### config.mk
export PLATFORM = sky130hd
export DESIGN_NAME = instruction_fetch
export DESIGN_NICKNAME = d
export VERILOG_FILES = /design/src/rtl/instruction_fetch_pkg.sv /design/src/rtl/instruction_fetch_if_id_register.sv /design/src/rtl/instruction_fetch.sv
export SDC_FILE = /design/constraint.sdc
export NUM_CORES = 1
export LEC_CHECK = 0
export CAP_MARGIN = 10
export CORE_ASPECT_RATIO = 1.1
export CORE_MARGIN = 2
export CORE_UTILIZATION = 45
export DETAILED_ROUTE_END_ITERATION = 6
export GPL_ROUTABILITY_DRIVEN = 0
export PLACE_DENSITY = 0.79
export SYNTH_ARGS = -nofsm -noshare
export SYNTH_HDL_FRONTEND = slang
export SYNTH_SLANG_ARGS = --single-unit
export TNS_END_PERCENT = 50
### constraint.sdc
create_clock -name clock -period 15.9 [get_ports clock]
set_input_delay 2.385 -clock clock [delete_from_list [all_inputs] [get_ports clock]]
set_output_delay 2.385 -clock clock [all_outputs]
set_load 0.01 [all_outputs]
### src/rtl/instruction_fetch_pkg.sv
// Shared definitions for the IF stage: fetch FSM encoding, widths and reset constants.
package instruction_fetch_pkg;

    localparam int INSTR_W = 32;
    localparam int PC_W    = 64;

    localparam logic [PC_W-1:0]    DEFAULT_RESET_PC  = 64'h0;
    localparam logic [INSTR_W-1:0] DEFAULT_NOP_INSTR = 32'hD503201F;
    localparam logic [PC_W-1:0]    INSTR_BYTES       = 64'd4;

    typedef enum logic [1:0] {
        ST_REQ  = 2'd0,
        ST_WAIT = 2'd1,
        ST_HOLD = 2'd2
    } fetch_state_t;

    // 64-bit adder shared by the PC increment and the link-value computation
    function automatic logic [PC_W-1:0] alu_add(input logic [PC_W-1:0] a,
                                                input logic [PC_W-1:0] b);
        return a + b;
    endfunction

endpackage

### src/rtl/instruction_fetch_if_id_register.sv
// IF/ID pipeline register: instruction, PC, PC+4 and valid, with load/flush/hold.
module if_id_register
    import instruction_fetch_pkg::*;
#(
    parameter logic [INSTR_W-1:0] NOP_INSTR = DEFAULT_NOP_INSTR
) (
    input  logic               clock,
    input  logic               reset,
    input  logic               load,
    input  logic               flush,
    input  logic [INSTR_W-1:0] instr_in,
    input  logic [PC_W-1:0]    pc_in,
    input  logic [PC_W-1:0]    link_in,
    output logic [INSTR_W-1:0] instr_out,
    output logic [PC_W-1:0]    pc_out,
    output logic [PC_W-1:0]    link_out,
    output logic               valid_out
);

    logic [INSTR_W-1:0] instr_q, instr_d;
    logic [PC_W-1:0]    pc_q, pc_d;
    logic [PC_W-1:0]    link_q, link_d;
    logic               valid_q, valid_d;

    // Flush inserts a bubble and wins over load; otherwise the register holds
    always_comb begin
        instr_d = instr_q;
        pc_d    = pc_q;
        link_d  = link_q;
        valid_d = valid_q;
        if (flush) begin
            instr_d = NOP_INSTR;
            pc_d    = '0;
            link_d  = '0;
            valid_d = 1'b0;
        end else if (load) begin
            instr_d = instr_in;
            pc_d    = pc_in;
            link_d  = link_in;
            valid_d = 1'b1;
        end
    end

    // Register state; reset leaves a bubble in IF/ID
    always_ff @(posedge clock or posedge reset) begin
        if (reset) begin
            instr_q <= NOP_INSTR;
            pc_q    <= '0;
            link_q  <= '0;
            valid_q <= 1'b0;
        end else begin
            instr_q <= instr_d;
            pc_q    <= pc_d;
            link_q  <= link_d;
            valid_q <= valid_d;
        end
    end

    assign instr_out = instr_q;
    assign pc_out    = pc_q;
    assign link_out  = link_q;
    assign valid_out = valid_q;

endmodule

### src/rtl/instruction_fetch.sv
// IF stage: owns the PC, keeps one request outstanding to instruction memory,
// buffers a response that lands during a decode stall, and squashes wrong-path
// fetches on a decode-resolved branch.
module instruction_fetch
    import instruction_fetch_pkg::*;
#(
    parameter logic [PC_W-1:0]    RESET_PC  = DEFAULT_RESET_PC,
    parameter logic [INSTR_W-1:0] NOP_INSTR = DEFAULT_NOP_INSTR
) (
    input  logic               clock,
    input  logic               reset,
    input  logic               stall,
    input  logic               branch_taken,
    input  logic [PC_W-1:0]    PC_branch,
    output logic               imem_req,
    output logic [PC_W-1:0]    imem_addr,
    input  logic               imem_ready,
    input  logic               imem_valid,
    input  logic [INSTR_W-1:0] imem_rdata,
    output logic [INSTR_W-1:0] instruction,
    output logic [PC_W-1:0]    PC_out_IF_ID,
    output logic [PC_W-1:0]    PC_branch_link,
    output logic               valid_IF_ID
);

    fetch_state_t       state_q, state_d;
    logic [PC_W-1:0]    pc_q, pc_d;
    logic [PC_W-1:0]    req_pc_q, req_pc_d;
    logic               drop_q, drop_d;
    logic [INSTR_W-1:0] buf_instr_q, buf_instr_d;
    logic [PC_W-1:0]    buf_pc_q, buf_pc_d;

    logic               accept;
    logic               redirect;
    logic               ifid_load;
    logic               ifid_flush;
    logic [INSTR_W-1:0] ld_instr;
    logic [PC_W-1:0]    ld_pc;

    // Request depends only on state and the memory response, never on branch_taken
    assign imem_req  = !reset && ((state_q == ST_REQ) ||
                       ((state_q == ST_WAIT) && imem_valid && !drop_q && !stall));
    assign imem_addr = pc_q;
    assign accept    = imem_req && imem_ready;
    assign redirect  = branch_taken && !stall;

    // Next-state, PC, drop and hold-buffer logic
    always_comb begin
        state_d     = state_q;
        pc_d        = pc_q;
        req_pc_d    = req_pc_q;
        drop_d      = drop_q;
        buf_instr_d = buf_instr_q;
        buf_pc_d    = buf_pc_q;
        ifid_load   = 1'b0;
        ifid_flush  = 1'b0;
        ld_instr    = imem_rdata;
        ld_pc       = req_pc_q;

        if (accept) begin
            req_pc_d = pc_q;
            pc_d     = alu_add(pc_q, INSTR_BYTES);
        end

        if (redirect) begin
            // The target overrides the sequential increment; any response this cycle is squashed
            pc_d        = PC_branch;
            ifid_flush  = 1'b1;
            buf_instr_d = '0;
            buf_pc_d    = '0;
            if (accept || ((state_q == ST_WAIT) && !imem_valid)) begin
                drop_d  = 1'b1;
                state_d = ST_WAIT;
            end else begin
                drop_d  = 1'b0;
                state_d = ST_REQ;
            end
        end else begin
            case (state_q)
                ST_REQ: begin
                    if (accept) state_d = ST_WAIT;
                end
                ST_WAIT: begin
                    if (imem_valid) begin
                        if (drop_q) begin
                            drop_d  = 1'b0;
                            state_d = ST_REQ;
                        end else if (!stall) begin
                            ifid_load = 1'b1;
                            state_d   = accept ? ST_WAIT : ST_REQ;
                        end else begin
                            buf_instr_d = imem_rdata;
                            buf_pc_d    = req_pc_q;
                            state_d     = ST_HOLD;
                        end
                    end
                end
                ST_HOLD: begin
                    if (!stall) begin
                        ifid_load = 1'b1;
                        ld_instr  = buf_instr_q;
                        ld_pc     = buf_pc_q;
                        state_d   = ST_REQ;
                    end
                end
                default: state_d = ST_REQ;
            endcase
        end
    end

    // Fetch control registers; reset may arrive mid-request and abandons it
    always_ff @(posedge clock or posedge reset) begin
        if (reset) begin
            state_q     <= ST_REQ;
            pc_q        <= RESET_PC;
            req_pc_q    <= '0;
            drop_q      <= 1'b0;
            buf_instr_q <= '0;
            buf_pc_q    <= '0;
        end else begin
            state_q     <= state_d;
            pc_q        <= pc_d;
            req_pc_q    <= req_pc_d;
            drop_q      <= drop_d;
            buf_instr_q <= buf_instr_d;
            buf_pc_q    <= buf_pc_d;
        end
    end

    if_id_register #(
        .NOP_INSTR (NOP_INSTR)
    ) u_if_id (
        .clock     (clock),
        .reset     (reset),
        .load      (ifid_load),
        .flush     (ifid_flush),
        .instr_in  (ld_instr),
        .pc_in     (ld_pc),
        .link_in   (alu_add(ld_pc, INSTR_BYTES)),
        .instr_out (instruction),
        .pc_out    (PC_out_IF_ID),
        .link_out  (PC_branch_link),
        .valid_out (valid_IF_ID)
    );

endmodule

==> results.py <==
metrics = {
    "setup_path": {
        "end_kind": "primary output",
        "critPathMaxStageDelay_ns": 0.90,
        "r2r_slack_ns": 11.42,
        "cp-start-kind": "primary input",
        "worstPathCellList": "clkdlybuf4s50_1, nor4bb_1, nor2_1, nor2_1, clkdlybuf4s50_1",
        "crit_fanout": 13,
        "regToRegEndpoint": "u_if_id.link_out[60]",
        "r2r_cells": 12,
        "cp_data_required_time_ns": 13.52,
        "endpoint": "imem_req",
        "worst_path_max_delay_cell": "nor4bb_1",
        "cp.depth": 5,
        "path_class": "in -> out",
        "path_buf_inv": 2,
        "crit_family": "buffers and inverters",
        "cp-startpoint": "stall",
        "r2r_start": "state_q[0]",
        "critPathArrivalTime_ns": 4.85,
    },
    "finish": {
        "nets": 2534,
        "ff_latch_area_um2": 9680,
        "multiInputGateArea_um2": 8960,
        "n_antenna_cell": 0,
        "nFillCells": 3660,
        "area_growth_pct": 26.2,
        "layout-drive-gt1-share_pct": 4.56,
    },
    "global_routing": {
        "grt_max_degree": 193,
        "grt_pass1_wl_um": 91800,
        "grt_pass1_vias": 16600,
        "track_usage_pct": 25.9,
        "grt_antenna_before_repair": 0,
        "overflow": 0,
    },
    "floorplanning": {
        "initial_core_util_pct": 45.5,
        "dieArea_um2": 44300,
        "die_w_um": 201,
        "core-area_um2": 42200,
        "num_io_pins": 328,
        "num_rows": 79,
        "die_y_um": 221,
    },
    "synthesis": {
        "avgSynthCellArea_um2": 8.80,
        "postSynth.asyncResetShare_pct": 100,
        "synth.cell_area_um2": 19200,
        "ys.flop_type": "dfrtp_1",
        "netlist.area_leader.share_pct": 48.7,
        "synth_edf_count": 0,
        "ys_warn_count": 0,
        "synth_nets": 2287,
        "netlist_instances": 2180,
        "synth_area_leaders": "dfrtp_1 49%, nand2_1 13%, mux2i_1 5.0%",
        "synth_seq_cells": 386,
        "yosysSeqAreaShare_pct": 50.4,
        "synthDistinctLibCells": 74,
        "synth_top_cell_by_area": "dfrtp_1",
    },
    "sta": {
        "tightestPinTransition_ns": 1.17,
        "finalMaxSlewViolations": 0,
        "fmax_ghz": 0.138,
        "final.setup.tns_ns": 0,
        "min_period_ns": 7.24,
        "holdWs_ns": 0.475,
        "finalSetupViolations": 0,
        "rsz0062_at_grt": "no",
        "skew_ns": 0.0340,
        "relSlewSlack_pct": 21.0,
        "hold_viol_final": 0,
        "finalWorstSetupSlack_ns": 8.66,
        "fin_crit_sh_pct": 45.5,
    },
    "outcome": {
        "status": "completed",
    },
    "clock_tree": {
        "clockRootBuffer": "clkbuf_16",
        "cts_setup_buffers": 0,
        "postCtsHoldBufs": 0,
        "cts_made_buffers": 40,
        "clkTransAtPathRegs_ns": 0.06,
        "cts_buffer_depth": 3,
        "htree_levels": 2,
        "clk_latency_ns": 0.58,
        "cts.sinks": 386,
        "ctsResizeCount": 0,
        "cts_tree": "built",
    },
    "power": {
        "p_per_area_nw_per_um2": 148,
        "p_leak_uw": 0.0112,
        "ir_drop_mv": 0.0951,
    },
    "route": {
        "vias": 17500,
        "initialDrtViolationCount": 1774,
        "drt_wl_total_um": 58500,
        "vias_per_cell": 5.79,
        "dr.pass1.iters": 6,
        "ant_nets": 0,
        "drcViolationCount": 0,
        "avgRoutedWirePerCell_um": 19.3,
    },
    "run": {
        "drv_cap": 0,
    },
    "hold_path": {
        "hold_start": "u_if_id.pc_out[58]",
        "hold_class": "reg -> reg",
    },
    "placement": {
        "port-buffer-count": 327,
        "dp_hpwl_um": 41000,
        "dp_slack_ns": 8.80,
    },
}
## routing by layer
layer | part of all wire [%] | vias to the layer above | track usage [%] | wire length (µm)
met1 | 45 | 8408 | 38.5 | 26300
met4 | 3.5 | 0 | 9.38 | 2020
met3 | 9.5 | 138 | 5.95 | 5550
met5 | 0 | - | 0 | 0
met2 | 42 | 931 | 36.9 | 24600
li1 | - | 8028 | - | -
## cells in the mapped netlist (all sizes together) (5+ instances only)
cell type,count
a211oi,5
a21o,18
a21oi,18
a22o,5
a31oi,24
a32o,8
a32oi,8
a41oi,5
and2,11
and3,25
and4,6
buf,39
clkbuf,101
dfrtp,373
dfstp,13
ha,5
inv,14
mux2i,95
nand2,644
nand3,189
nand4,48
nor2,94
nor3,31
nor3b,7
nor4,23
o21ai,153
o31ai,34
or3,22
or4,7
xnor2,28
xor2,66
## cell families after synthesis
logic type               share of synthesized area, %
adder cells (fa/ha/maj)                         0.326
flip-flops                                       50.4
buffers and inverters                            3.19
AO/OA/AOI/OAI                                    10.4
XOR/XNOR                                         4.29
AND/OR/NAND/NOR                                  26.3
multiplexers                                     5.13
## placed cells by master, fill, tap and decap left out, types with 34 or more instances in the layout
cell type | netlist | layout
clkbuf_16 | 0 | 42
clkdlybuf4s50_1 | 0 | 327
xor2_1 | 66 | 66
dfrtp_1 | 373 | 373
nor2_1 | 94 | 93
nand2_1 | 644 | 641
mux2i_1 | 95 | 95
o21ai_0 | 151 | 151
nand3_1 | 189 | 189
nand4_1 | 48 | 48
o31ai_1 | 34 | 34
## cell type report
cell class	count	share of cell area, %
sequential	386	40.0
multi-input combinational	1640	37.0
tap	567	2.93
timing repair buffer	345	14.1
clock inverter	9	0.853
inverter	14	0.248
clock buffer	61	4.84
## worst min path at each step
| stage | to | slack, ns | depth (start not counted) |
|---|---|---|---|
| 2_1_floorplan | buf_pc_q[62] | 0.46 | 2 |
| 3_3_place_gp | u_if_id.valid_out | 0.46 | 2 |
| 3_5_place_dp | u_if_id.pc_out[58] | 0.47 | 1 |
| 4_1_cts | u_if_id.pc_out[58] | 0.48 | 1 |
| 5_1_grt | u_if_id.pc_out[58] | 0.49 | 1 |
| 6_report | u_if_id.pc_out[58] | 0.48 | 1 |
## flip-flops by register name (all words and copies together), names as in the netlist
signal / count
buf_instr_q: 32
buf_pc_q: 64
drop_q: 1
imem_addr: 64
req_pc_q: 64
state_q: 2
u_if_id.instr_out: 32
u_if_id.link_out: 64
u_if_id.pc_out: 62
u_if_id.valid_out: 1
## power breakdown
part	switching (µW)	total (µW)	internal [µW]
Combinational	551	996	445
Clock	395	1000	605
Sequential	352	1600	1250
Total	1300	3590	2300
## stage by stage
stage	cell area (µm²)	util (%)	instances	total power [µW]
final	24200	57.4	3022	3590
after global routing	24200	57.4	3022	3770
after CTS	24200	57.4	3022	3590
after detailed placement	22800	54.1	2952	2580
after global placement	22800	54.1	2952	2540
after floorplan	19200	-	2180	2040
Note: power is estimated with default switching activity, not from simulation.
